## src/rtl/mem_arb_pkg.sv

```systemverilog
// Shared types and constants for the unified-memory IF/MEM arbiter.
// Response-owner encoding doubles as the response FSM state encoding.
package mem_arb_pkg;

    localparam logic [1:0] OWNER_NONE = 2'd0;
    localparam logic [1:0] OWNER_IF   = 2'd1;
    localparam logic [1:0] OWNER_DM   = 2'd2;

    localparam int STARVE_LIMIT_DEFAULT = 4;

    typedef enum logic [1:0] {
        RESP_NONE = OWNER_NONE,
        RESP_IF   = OWNER_IF,
        RESP_DM   = OWNER_DM
    } resp_state_t;

endpackage

```

## src/rtl/mem_arb_starve_cnt.sv

```systemverilog
// Saturating count of consecutive denied fetch cycles; flags when fetch must win.
// Only instantiated when MEM_ARB_STARVE_GUARD_EN is defined.
module mem_arb_starve_cnt #(
    parameter int LIMIT = 4
) (
    input  logic clk,
    input  logic rst,
    input  logic if_req,
    input  logic if_gnt,
    output logic starve_hit
);

    localparam int CNT_W = $clog2(LIMIT + 1);
    localparam logic [CNT_W-1:0] LIMIT_VAL = CNT_W'(LIMIT);

    logic [CNT_W-1:0] cnt_reg;
    logic [CNT_W-1:0] cnt_next;

    always_comb begin
        cnt_next = cnt_reg;
        if (!if_req || if_gnt) begin
            cnt_next = '0;
        end else if (cnt_reg != LIMIT_VAL) begin
            cnt_next = cnt_reg + 1'b1;
        end
    end

    always_ff @(posedge clk or posedge rst) begin
        if (rst) begin
            cnt_reg <= '0;
        end else begin
            cnt_reg <= cnt_next;
        end
    end

    assign starve_hit = (cnt_reg == LIMIT_VAL);

endmodule

```

## src/rtl/mem_arbiter.sv

```systemverilog
// Arbitrates the single-port unified memory between instruction fetch and data access.
// Define MEM_ARB_STARVE_GUARD_EN to let a starved fetch override data priority.
module mem_arbiter
    import mem_arb_pkg::*;
#(
    parameter int address_bits = 32,
    parameter int data_width   = 32,
    parameter int STARVE_LIMIT = STARVE_LIMIT_DEFAULT
) (
    input  logic                    clk,
    input  logic                    rst,
    input  logic                    if_req,
    input  logic [address_bits-1:0] if_addr,
    output logic                    if_gnt,
    output logic                    if_rvalid,
    output logic [data_width-1:0]   if_rdata,
    input  logic                    dm_req,
    input  logic                    dm_we,
    input  logic [address_bits-1:0] dm_addr,
    input  logic [data_width-1:0]   dm_wdata,
    output logic                    dm_gnt,
    output logic                    dm_rvalid,
    output logic [data_width-1:0]   dm_rdata,
    output logic                    mem_write,
    output logic [address_bits-1:0] mem_address,
    output logic [data_width-1:0]   mem_write_data,
    input  logic [data_width-1:0]   mem_read_data
);

    resp_state_t             resp_state_reg;
    resp_state_t             resp_state_next;
    logic [address_bits-1:0] last_addr_reg;
    logic                    force_if;

`ifdef MEM_ARB_STARVE_GUARD_EN
    mem_arb_starve_cnt #(
        .LIMIT(STARVE_LIMIT)
    ) u_starve_cnt (
        .clk       (clk),
        .rst       (rst),
        .if_req    (if_req),
        .if_gnt    (if_gnt),
        .starve_hit(force_if)
    );
`else
    assign force_if = 1'b0;
`endif

    // Data wins by default; a saturated starvation count hands one contention to fetch.
    always_comb begin
        dm_gnt = 1'b0;
        if_gnt = 1'b0;
        if (!rst) begin
            if (dm_req && !(force_if && if_req)) begin
                dm_gnt = 1'b1;
            end else if (if_req) begin
                if_gnt = 1'b1;
            end
        end
    end

    // Address holds its last granted value on idle cycles so the memory sees no glitch.
    always_comb begin
        mem_address = last_addr_reg;
        if (dm_gnt) begin
            mem_address = dm_addr;
        end else if (if_gnt) begin
            mem_address = if_addr;
        end
    end

    assign mem_write      = dm_gnt & dm_we;
    assign mem_write_data = dm_wdata;

    always_ff @(posedge clk or posedge rst) begin
        if (rst) begin
            last_addr_reg  <= '0;
            resp_state_reg <= RESP_NONE;
        end else begin
            if (if_gnt || dm_gnt) begin
                last_addr_reg <= mem_address;
            end
            resp_state_reg <= resp_state_next;
        end
    end

    always_comb begin
        resp_state_next = RESP_NONE;
        if_rvalid       = 1'b0;
        dm_rvalid       = 1'b0;
        if_rdata        = '0;
        dm_rdata        = '0;

        if (if_gnt) begin
            resp_state_next = RESP_IF;
        end else if (dm_gnt && !dm_we) begin
            resp_state_next = RESP_DM;
        end

        case (resp_state_reg)
            RESP_IF: begin
                if_rvalid = 1'b1;
                if_rdata  = mem_read_data;
            end
            RESP_DM: begin
                dm_rvalid = 1'b1;
                dm_rdata  = mem_read_data;
            end
            default: ;
        endcase
    end

endmodule

```

## config.mk

```make
export PLATFORM = sky130hd
export DESIGN_NAME = mem_arbiter
export DESIGN_NICKNAME = d
export VERILOG_FILES = /design/src/rtl/mem_arb_pkg.sv /design/src/rtl/mem_arb_starve_cnt.sv /design/src/rtl/mem_arbiter.sv
export SDC_FILE = /design/constraint.sdc
export NUM_CORES = 1
export LEC_CHECK = 0
export ABC_AREA = 1
export BUFFER_PORTS_ARGS = -buffer_cell sky130_fd_sc_hd__buf_2
export CAP_MARGIN = 30
export CORE_MARGIN = 3
export CORE_UTILIZATION = 23
export CTS_CLUSTER_DIAMETER = 80
export DETAILED_ROUTE_END_ITERATION = 10
export SETUP_SLACK_MARGIN = 0.02
export SYNTH_ARGS = -nofsm -noshare
export SYNTH_HDL_FRONTEND = slang
export SYNTH_HIERARCHICAL = 1
export SYNTH_SLANG_ARGS = --single-unit
```

## constraint.sdc

```tcl
create_clock -name clk -period 2.7 [get_ports clk]
set_clock_uncertainty 0.2 [all_clocks]
set_input_delay 0.135 -clock clk [delete_from_list [all_inputs] [get_ports clk]]
set_output_delay 0.135 -clock clk [all_outputs]
set_load 0.05 [all_outputs]
```

==> impl_metrics.toml, run 1 <==
[logic_synthesis]
postSynthCellCount = 358
synthTopCellsByArea = "dfrtp_1, nand3_1, nor2_1"
syn_area_um2 = 2330
ys_seq_elements = 34
async_flop_share_pct = 100
synth_edf_count = 0
ys.flop_type = "dfrtp_1"
synth_nets = 491
yosysWarningCount = 6
syn-mean-instance-area_um2 = 6.52
yosys.cell_count.top_type = "nand3_1"
synth_cell_types = 13
yosys.area.top_type_share_pct = 36.5
yosysSeqAreaShare_pct = 36.5
ys_top_cells_by_count = "nand3_1, nor2_1, nand2_1"
synth_area_leader_cell = "dfrtp_1"

[routing]
post-route-drc-count = 0
wl_met3_um = 915
vias = 3167
wl_met2_um = 5120
drtAntennaViolNets = 0
dr.max_layer_used = "met4"
viasPerCell = 4.40
dr.pass1.iters = 4
met1_length_um = 3520
wl_per_cell_um = 13.4
drt_iter0_drc = 268
drt-total-wl_um = 9670

[critical_path]
path_cells = "dlygate4sd3_1 > buf_2 > inv_2 > nor2_2 > buf_4 > nand2_1 > nand3_1 > buf_2"
cp_slowest_cell = "dlygate4sd3_1"
worst_setup_path_start_kind = "input port"
path_class = "in -> out"
end_kind = "output pin"
crit_required_ns = 2.37
cpMostUsedCell = "buf_2"
cp_slowest_stage_delay_ns = 0.54
arrival_ns = 2.14
crit_path_max_fanout = 23

[floorplanning]
start_util_pct = 23.8
dieWidth_um = 107
fp-row-count = 36
die_h_um = 107
io-pin-count = 266
core_um2 = 9820
fp.dieArea_um2 = 11400

[global_route]
grt-ovfl-total = 0
antenna_found_initial = 0
grt_pass1_vias = 3114
grt_pass1_wl_um = 14700
grt_max_degree = 35
grt_usage_pct = 15.9

[sta]
fin_crit_sh_pct = 91.6
fmax_mhz = 404
fin_ws_ns = 0.228
worst_slew_pin_slew_ns = 0.666
hold_viol_final = 0
rsz0062_at_grt = "false"
tns_ns = 0
fin_crit_ns = 2.47
setup_viol = 0
max_slew_margin_pct = 55.6
slew_viol_final = 0

[place]
gp_congestion = 0.800
post-dp-hpwl_um = 7320
post-place-ws_ns = 0.691
io_buffers = 201

[cells_and_area]
nNetsFinal = 719
largest_reg_flops = 32
final_layout_size_suffix_gt1_share_pct = 37.5
syn_to_final_growth_pct = 71.3
diodes = 0

[clock_network]
clock_latency_ns = 0.27
cts_resized = 0
cts_buffer_depth = 2
cts.sinks = 34
cts-htree-levels = 2
root_buffer = "clkbuf_8"
cts_tree = "done"
cts_setup_buffers = 0
cts_inserted_buffers = 5

[power]
clkPwrFrac_pct = 21.1
pwr-share-seq_pct = 32.5
sw_frac_of_total_pct = 41.3
ir_drop_v = 0.000296
netSwitchingPower_mw = 0.749
pwr-share-comb_pct = 46.4
powerDensity_nw_per_um2 = 454
p_int_mw = 1.07
p_leak_nw = 2.49

[status]
status = "finished clean"

[hold_path]
hold_path.class = "in -> out"

[flow_run]
drv_cap = 0
[per-layer routing]
metal / up-vias / global-route usage, %
li1: 1544 / -
met1: 1433 / 16.9
met2: 180 / 30.7
met3: 10 / 4.70
met4: 0 / 3.84
met5: - / 0
[per-stage QoR]
step                area (µm²)  hold WS [ns]  instances  total power [mW]  util, %
floorplan                 2330        -0.111        358              1.23        -
global placement          3210        0.0703        644              1.31     32.7
detailed placement        3210        0.0703        644              1.31     32.7
CTS                       3970        0.0703        719              1.83     40.4
global route              4000        0.0702        720              1.92     40.7
finish                    4000        0.0701        720              1.82     40.7
[cell families after synthesis]
| family | after synthesis | synth area share (%) |
|---|---|---|
| buffers and inverters | 91 | 20.5 |
| AND/OR/NAND/NOR | 232 | 42.7 |
| AO/OA/AOI/OAI | 1 | 0.375 |
| flip-flops | 34 | 36.5 |
[cell usage in the layout (no fill, tap or decap), drive strengths merged]
cell type / count
inv: 39
buf: 206
nand2: 66
dlygate4sd3: 67
nand3: 96
o21ai: 1
or2: 1
dfrtp: 34
clkbuf: 7
clkinv: 1
nor2: 69
[what timing repair did]
action | in CTS | in global routing
hold endpoints to repair | 68 | 0
endpoints found under the setup margin | 0 | 0
hold buffers | 67 | 0
[worst max-delay path, delay by kind of cell]
kind	cells	cell delay, ns
simple gates	3	0.62
buf+inv	5	1.38
[worst paths after layout]
check                                   from            endpoint  slack (ns)  cells past startpoint
max                                   dm_req     mem_address[30]        0.23                      8
min                             dm_wdata[15]  mem_write_data[15]        0.07                      0
max reg2reg                 last_addr_reg[7]    last_addr_reg[7]        1.29                      3
min reg2reg                last_addr_reg[10]   last_addr_reg[10]        0.82                      3
max in group asynchronous                rst   last_addr_reg[13]        1.62                      4
min in group asynchronous                rst    last_addr_reg[1]        0.37                      4
[power by group through the flow]
stage | sequential (mW) | combinational (mW) | clock, mW
finish | 0.590 | 0.843 | 0.383
global route | 0.595 | 0.903 | 0.421
CTS | 0.589 | 0.837 | 0.399
detailed placement | 0.598 | 0.711 | 0
global placement | 0.600 | 0.705 | 0
floorplan | 0.593 | 0.638 | 0
[final cells by class]
type,count,area (µm²)
inverter,39,146
sequential,34,851
clock buffer,7,86.3
multi-input combinational,233,1010
fill,1036,5820
timing repair buffer,273,1730
clock inverter,1,5.00
tap,133,166
No activity file was read; power rests on OpenSTA's default activity.
==> inputs of run 2 (changes only) <==
==> constraint.sdc (replaced) <==
create_clock -name clk -period 2.3 [get_ports clk]
set_clock_uncertainty 0.2 [all_clocks]
set_input_delay 0.115 -clock clk [delete_from_list [all_inputs] [get_ports clk]]
set_output_delay 0.115 -clock clk [all_outputs]
set_load 0.05 [all_outputs]
==> run 2 against run 1 <==
Effect of this change:
- total power increased by 17%
- die area did not move
- highest routed layer unchanged
- register-to-register slack got worse by 0.39 ns
- count of clock-buffer cells in the layout unchanged
- critical path depth fell by 1
- cell count increased by 0.28%
- sequential power is 17% higher
- first-iteration DRC count fell by 39%
- sequential cell count unchanged
==> impl_metrics.toml, run 2 (synthesis gave the netlist of run 1 again) <==
[cells_and_area]
largest_reg_flops = 32
final_cells = 722
final_layout_size_suffix_gt1_share_pct = 37.7
final_cell_mix = "buf_2, nand3_1, nor2_1, dlygate4sd3_1, nand2_1"
diodes = 0
nNetsFinal = 721
syn_to_final_growth_pct = 72.1
layout_commonest_cell = "buf_2"
fillCellCount = 1027
multi_input_area_um2 = 1020
regArea_um2 = 851

[global_route]
grt_usage_pct = 15.3
grt_pass1_vias = 3005
antenna_found_initial = 0
grt_max_degree = 35
grt-ovfl-total = 0
grt_pass1_wl_um = 14100

[flow_run]
drv_cap = 0

[hold_path]
hold_path.class = "in -> out"

[routing]
drt_iter0_drc = 163
viasPerCell = 4.41
drt-total-wl_um = 9470
dr.pass1.iters = 4
wl_per_cell_um = 13.1
post-route-drc-count = 0
drtAntennaViolNets = 0
vias = 3184

[sta]
rsz0062_at_grt = "true"
slew_viol_final = 0
fin_crit_ns = 2.19
fin_crit_sh_pct = 95.3
max_slew_margin_pct = 62.9
hold_viol_final = 0
setup_viol = 0
fmax_mhz = 456
worst_slew_pin_slew_ns = 0.557
tns_ns = 0

[power]
pwr-share-comb_pct = 46.6
p_leak_nw = 2.50
sw_frac_of_total_pct = 41.1
p_int_mw = 1.25
netSwitchingPower_mw = 0.877
clkPwrFrac_pct = 21.0
pwr-share-seq_pct = 32.4
ir_drop_v = 0.000261
powerDensity_nw_per_um2 = 531

[floorplanning]
dieWidth_um = 107
die_h_um = 107
fp-row-count = 36
fp.dieArea_um2 = 11400
io-pin-count = 266
start_util_pct = 23.8
core_um2 = 9820

[clock_network]
root_buffer = "clkbuf_8"
clock_latency_ns = 0.27
cts-htree-levels = 2
cts_tree = "done"
cts_buffer_depth = 2
cts_setup_buffers = 0
cts_inserted_buffers = 5
cts.sinks = 34

[place]
dp.cells = 647
io_buffers = 201
post-dp-hpwl_um = 7400
gp_congestion = 0.783

[critical_path]
path_cells = "dlygate4sd3_1 > buf_2 > nor2_4 > buf_4 > nand3_1 > nand3_1 > buf_2"
crit_required_ns = 1.99
cp_slowest_cell = "dlygate4sd3_1"
end_kind = "output pin"
arrival_ns = 1.88
rrSetupSlack_ns = 0.90
crit_path_max_fanout = 23
path_class = "in -> out"
cp_slowest_stage_delay_ns = 0.54
worst_setup_path_start_kind = "input port"

[status]
status = "finished clean"
[run 2: layout make-up]
cell class,count,share of cell area (%)
clock buffer,7,2.15
clock inverter,1,0.125
inverter,39,3.64
multi-input combinational,233,25.4
sequential,34,21.2
tap,133,4.14
timing repair buffer,275,43.4
[run 2: per-layer routing]
| metal | GRT usage [%] | wire (µm) | vias up |
|---|---|---|---|
| li1 | - | - | 1547 |
| met3 | 4.33 | 920 | 9 |
| met5 | 0 | 0 | - |
| met2 | 29.9 | 5050 | 177 |
| met4 | 3.65 | 74 | 0 |
| met1 | 16.0 | 3420 | 1451 |
[run 2: critical path, delay by kind of cell]
| family | cells | cell delay [ns] |
|---|---|---|
| buf+inv | 4 | 1.28 |
| simple gates | 3 | 0.47 |
[run 2: what timing repair did]
item,4_1_cts,5_1_grt
hold buffers,67,0
endpoints found under the setup margin,0,43
endpoints found under the hold margin,68,0
gates resized for setup,0,2
[run 2: path summary, 6_finish.rpt]
check	startpoint	endpoint	cells past startpoint
setup / recovery	dm_req	mem_address[16]	7
hold / removal	dm_wdata[15]	mem_write_data[15]	0
setup reg to reg	last_addr_reg[25]	last_addr_reg[25]	3
hold reg to reg	last_addr_reg[7]	last_addr_reg[7]	3
max in group asynchronous	rst	last_addr_reg[11]	4
min in group asynchronous	rst	last_addr_reg[29]	4
[run 2: power by group through the flow]
stage          Combinational (mW)  Clock [mW]  Sequential (mW)
2_1_floorplan               0.749           0            0.696
3_3_place_gp                0.835           0            0.700
3_5_place_dp                0.842           0            0.702
4_1_cts                     0.989       0.467            0.691
5_1_grt                      1.06       0.493            0.698
6_report                    0.993       0.448            0.691
[run 2: through the flow]
step	hold slack (ns)	utilization (%)	setup slack, ns	cell area (µm²)	power, mW
final	0.0301	40.9	0.109	4020	2.13
after global routing	0.0302	40.9	0.0143	4020	2.26
after CTS	0.0303	40.8	0.0219	4000	2.15
after detailed placement	0.0303	33.0	0.556	3240	1.54
after global placement	0.0303	33.0	0.586	3240	1.54
after floorplan	-0.131	-	0.397	2330	1.45
==> inputs of run 3 (changes only) <==
--- a/config.mk
+++ b/config.mk
@@ -8,10 +8,10 @@
 export ABC_AREA = 1
 export BUFFER_PORTS_ARGS = -buffer_cell sky130_fd_sc_hd__buf_2
 export CAP_MARGIN = 30
-export CORE_MARGIN = 3
-export CORE_UTILIZATION = 23
+export CORE_AREA = 3 3 103 105
 export CTS_CLUSTER_DIAMETER = 80
 export DETAILED_ROUTE_END_ITERATION = 10
+export DIE_AREA = 0 0 106 108
 export SETUP_SLACK_MARGIN = 0.02
 export SYNTH_ARGS = -nofsm -noshare
 export SYNTH_HDL_FRONTEND = slang
==> run 3 against run 2 <==
Effect of this change:
- sequential power about the same
- first-iteration DRC count rose by 56%
- count of clock-buffer cells in the layout fell by 1
- critical path type unchanged
- largest cell class unchanged
- highest routed layer unchanged
==> impl_metrics.toml, run 3 (synthesis gave the netlist of run 1 again) <==
[status]
status = "finished clean"

[sta]
tns_ns = 0
fin_crit_sh_pct = 91.8
timing.hold.ws_ns = 0.0302
fin_crit_ns = 2.11
worst_slew_pin_slew_ns = 0.574
rsz0062_at_grt = "false"
max_slew_margin_pct = 61.8
fmax_mhz = 473
setup_viol = 0
hold_viol_final = 0
slew_viol_final = 0

[critical_path]
end_kind = "output pin"
crit_required_ns = 1.99
path_class = "in -> out"
timing.rr.start = "last_addr_reg[8]"
arrival_ns = 1.80
rrSetupSlack_ns = 0.87
timing.rr.end = "last_addr_reg[8]"
critical_path.startpoint = "rst"
crit_path_end = "mem_address[17]"
crit_path_max_fanout = 24
worst_setup_path_start_kind = "input port"
reg2reg_depth = 3

[routing]
viasPerCell = 4.41
wl_met3_um = 1030
wl_per_cell_um = 13.9
vias = 3182
met1_length_um = 3660
dr.max_layer_used = "met4"
drt_iter0_drc = 255
wl_met2_um = 5160
dr.pass1.iters = 4
drt-total-wl_um = 10000
post-route-drc-count = 0
drtAntennaViolNets = 0

[cells_and_area]
fillCellCount = 990
diodes = 0
syn_to_final_growth_pct = 72.4
nNetsFinal = 720
final_layout_size_suffix_gt1_share_pct = 37.8
final_cell_mix = "buf_2, nand3_1, nor2_1, dlygate4sd3_1, nand2_1"
largest_reg_flops = 32
stdcell_area_um2 = 4020
final_util_pct = 41.3
layout_commonest_cell = "buf_2"

[power]
p_leak_nw = 2.50
p_int_mw = 1.25
netSwitchingPower_mw = 0.896
power_mw = 2.15
clkPwrFrac_pct = 21.5
sw_frac_of_total_pct = 41.7
pwr-share-comb_pct = 46.4
powerDensity_nw_per_um2 = 535
ir_drop_v = 0.000381
pwr-share-seq_pct = 32.1

[global_route]
grt_pass1_vias = 3084
grt-ovfl-total = 0
antenna_found_initial = 0
grt_usage_pct = 16.7
grt_max_degree = 35
grt_pass1_wl_um = 15300

[place]
io_buffers = 201
gp_congestion = 0.812
place_area_um2 = 3250
post-dp-hpwl_um = 7610

[clock_network]
cts_tree = "done"
cts_buffer_depth = 2
cts_inserted_buffers = 5
root_buffer = "clkbuf_8"
cts_setup_buffers = 0
cts.sinks = 34
clock_latency_ns = 0.28
cts-htree-levels = 2

[floorplanning]
die_h_um = 108
start_util_pct = 24.0
dieWidth_um = 106
fp.dieArea_um2 = 11400
core_um2 = 9730
fp-row-count = 36
io-pin-count = 266

[hold_path]
hold_path.class = "in -> out"

[flow_run]
drv_cap = 0
## run 3: cell count changes in the layout (fill, tap and decap cells not counted)
cell,before,now
buf_12,1,2
buf_4,6,4
clkbuf_1,1,0
clkinvlp_4,0,1
nor2_2,1,0
nor2_4,1,2
o21ai_2,0,1
o21ai_4,1,0
## run 3: power groups by stage
stage | logic (mW) | clock network (mW) | registers (mW)
after floorplan | 0.749 | 0 | 0.696
after global placement | 0.838 | 0 | 0.700
after detailed placement | 0.844 | 0 | 0.700
after CTS | 0.991 | 0.478 | 0.690
after global routing | 1.07 | 0.508 | 0.697
final | 0.999 | 0.462 | 0.690
## run 3: layer usage
| metal | vias up | global-route usage, % |
|---|---|---|
| met5 | - | 0 |
| met4 | 0 | 4.16 |
| met3 | 12 | 4.90 |
| met2 | 201 | 31.5 |
| met1 | 1426 | 18.4 |
| li1 | 1543 | - |
## run 3: worst max-delay path: stages
cell	delay [ns]
dlygate4sd3_1	0.55
buf_2	0.18
nor2_4	0.26
buf_12	0.20
nand3_1	0.11
nand3_1	0.11
buf_2	0.26
## run 3: repair_timing
item                                    CTS  global route
hold endpoints to repair                 68             0
gates resized for setup                   0             2
hold buffers                             67             0
endpoints found under the setup margin    0            28
## run 3: area by class of cell
class / count / area [µm²] / area share [%]
Clock inverter: 2 / 12.5 / 0.311
Sequential cell: 34 / 851 / 21.2
Inverter: 39 / 146 / 3.64
Timing Repair Buffer: 274 / 1750 / 43.4
Clock buffer: 6 / 82.6 / 2.05
Multi-Input combinational cell: 233 / 1020 / 25.3
Tap cell: 133 / 166 / 4.14
## run 3: worst min-delay path by stage
stage | from | end | slack, ns | cells past startpoint
floorplan | rst | last_addr_reg[0] | -0.13 | 1
CTS | dm_wdata[4] | mem_write_data[4] | 0.03 | 0
global placement | dm_wdata[4] | mem_write_data[4] | 0.03 | 0
global route | dm_wdata[22] | mem_write_data[22] | 0.03 | 0
detailed placement | dm_wdata[4] | mem_write_data[4] | 0.03 | 0
finish | dm_wdata[20] | mem_write_data[20] | 0.03 | 0
## run 3: metrics by stage
stage | setup WS, ns | std cells
2_1_floorplan | 0.397 | 358
3_3_place_gp | 0.601 | 646
3_5_place_dp | 0.606 | 646
4_1_cts | 0.0547 | 721
5_1_grt | 0.0997 | 721
6_report | 0.187 | 721
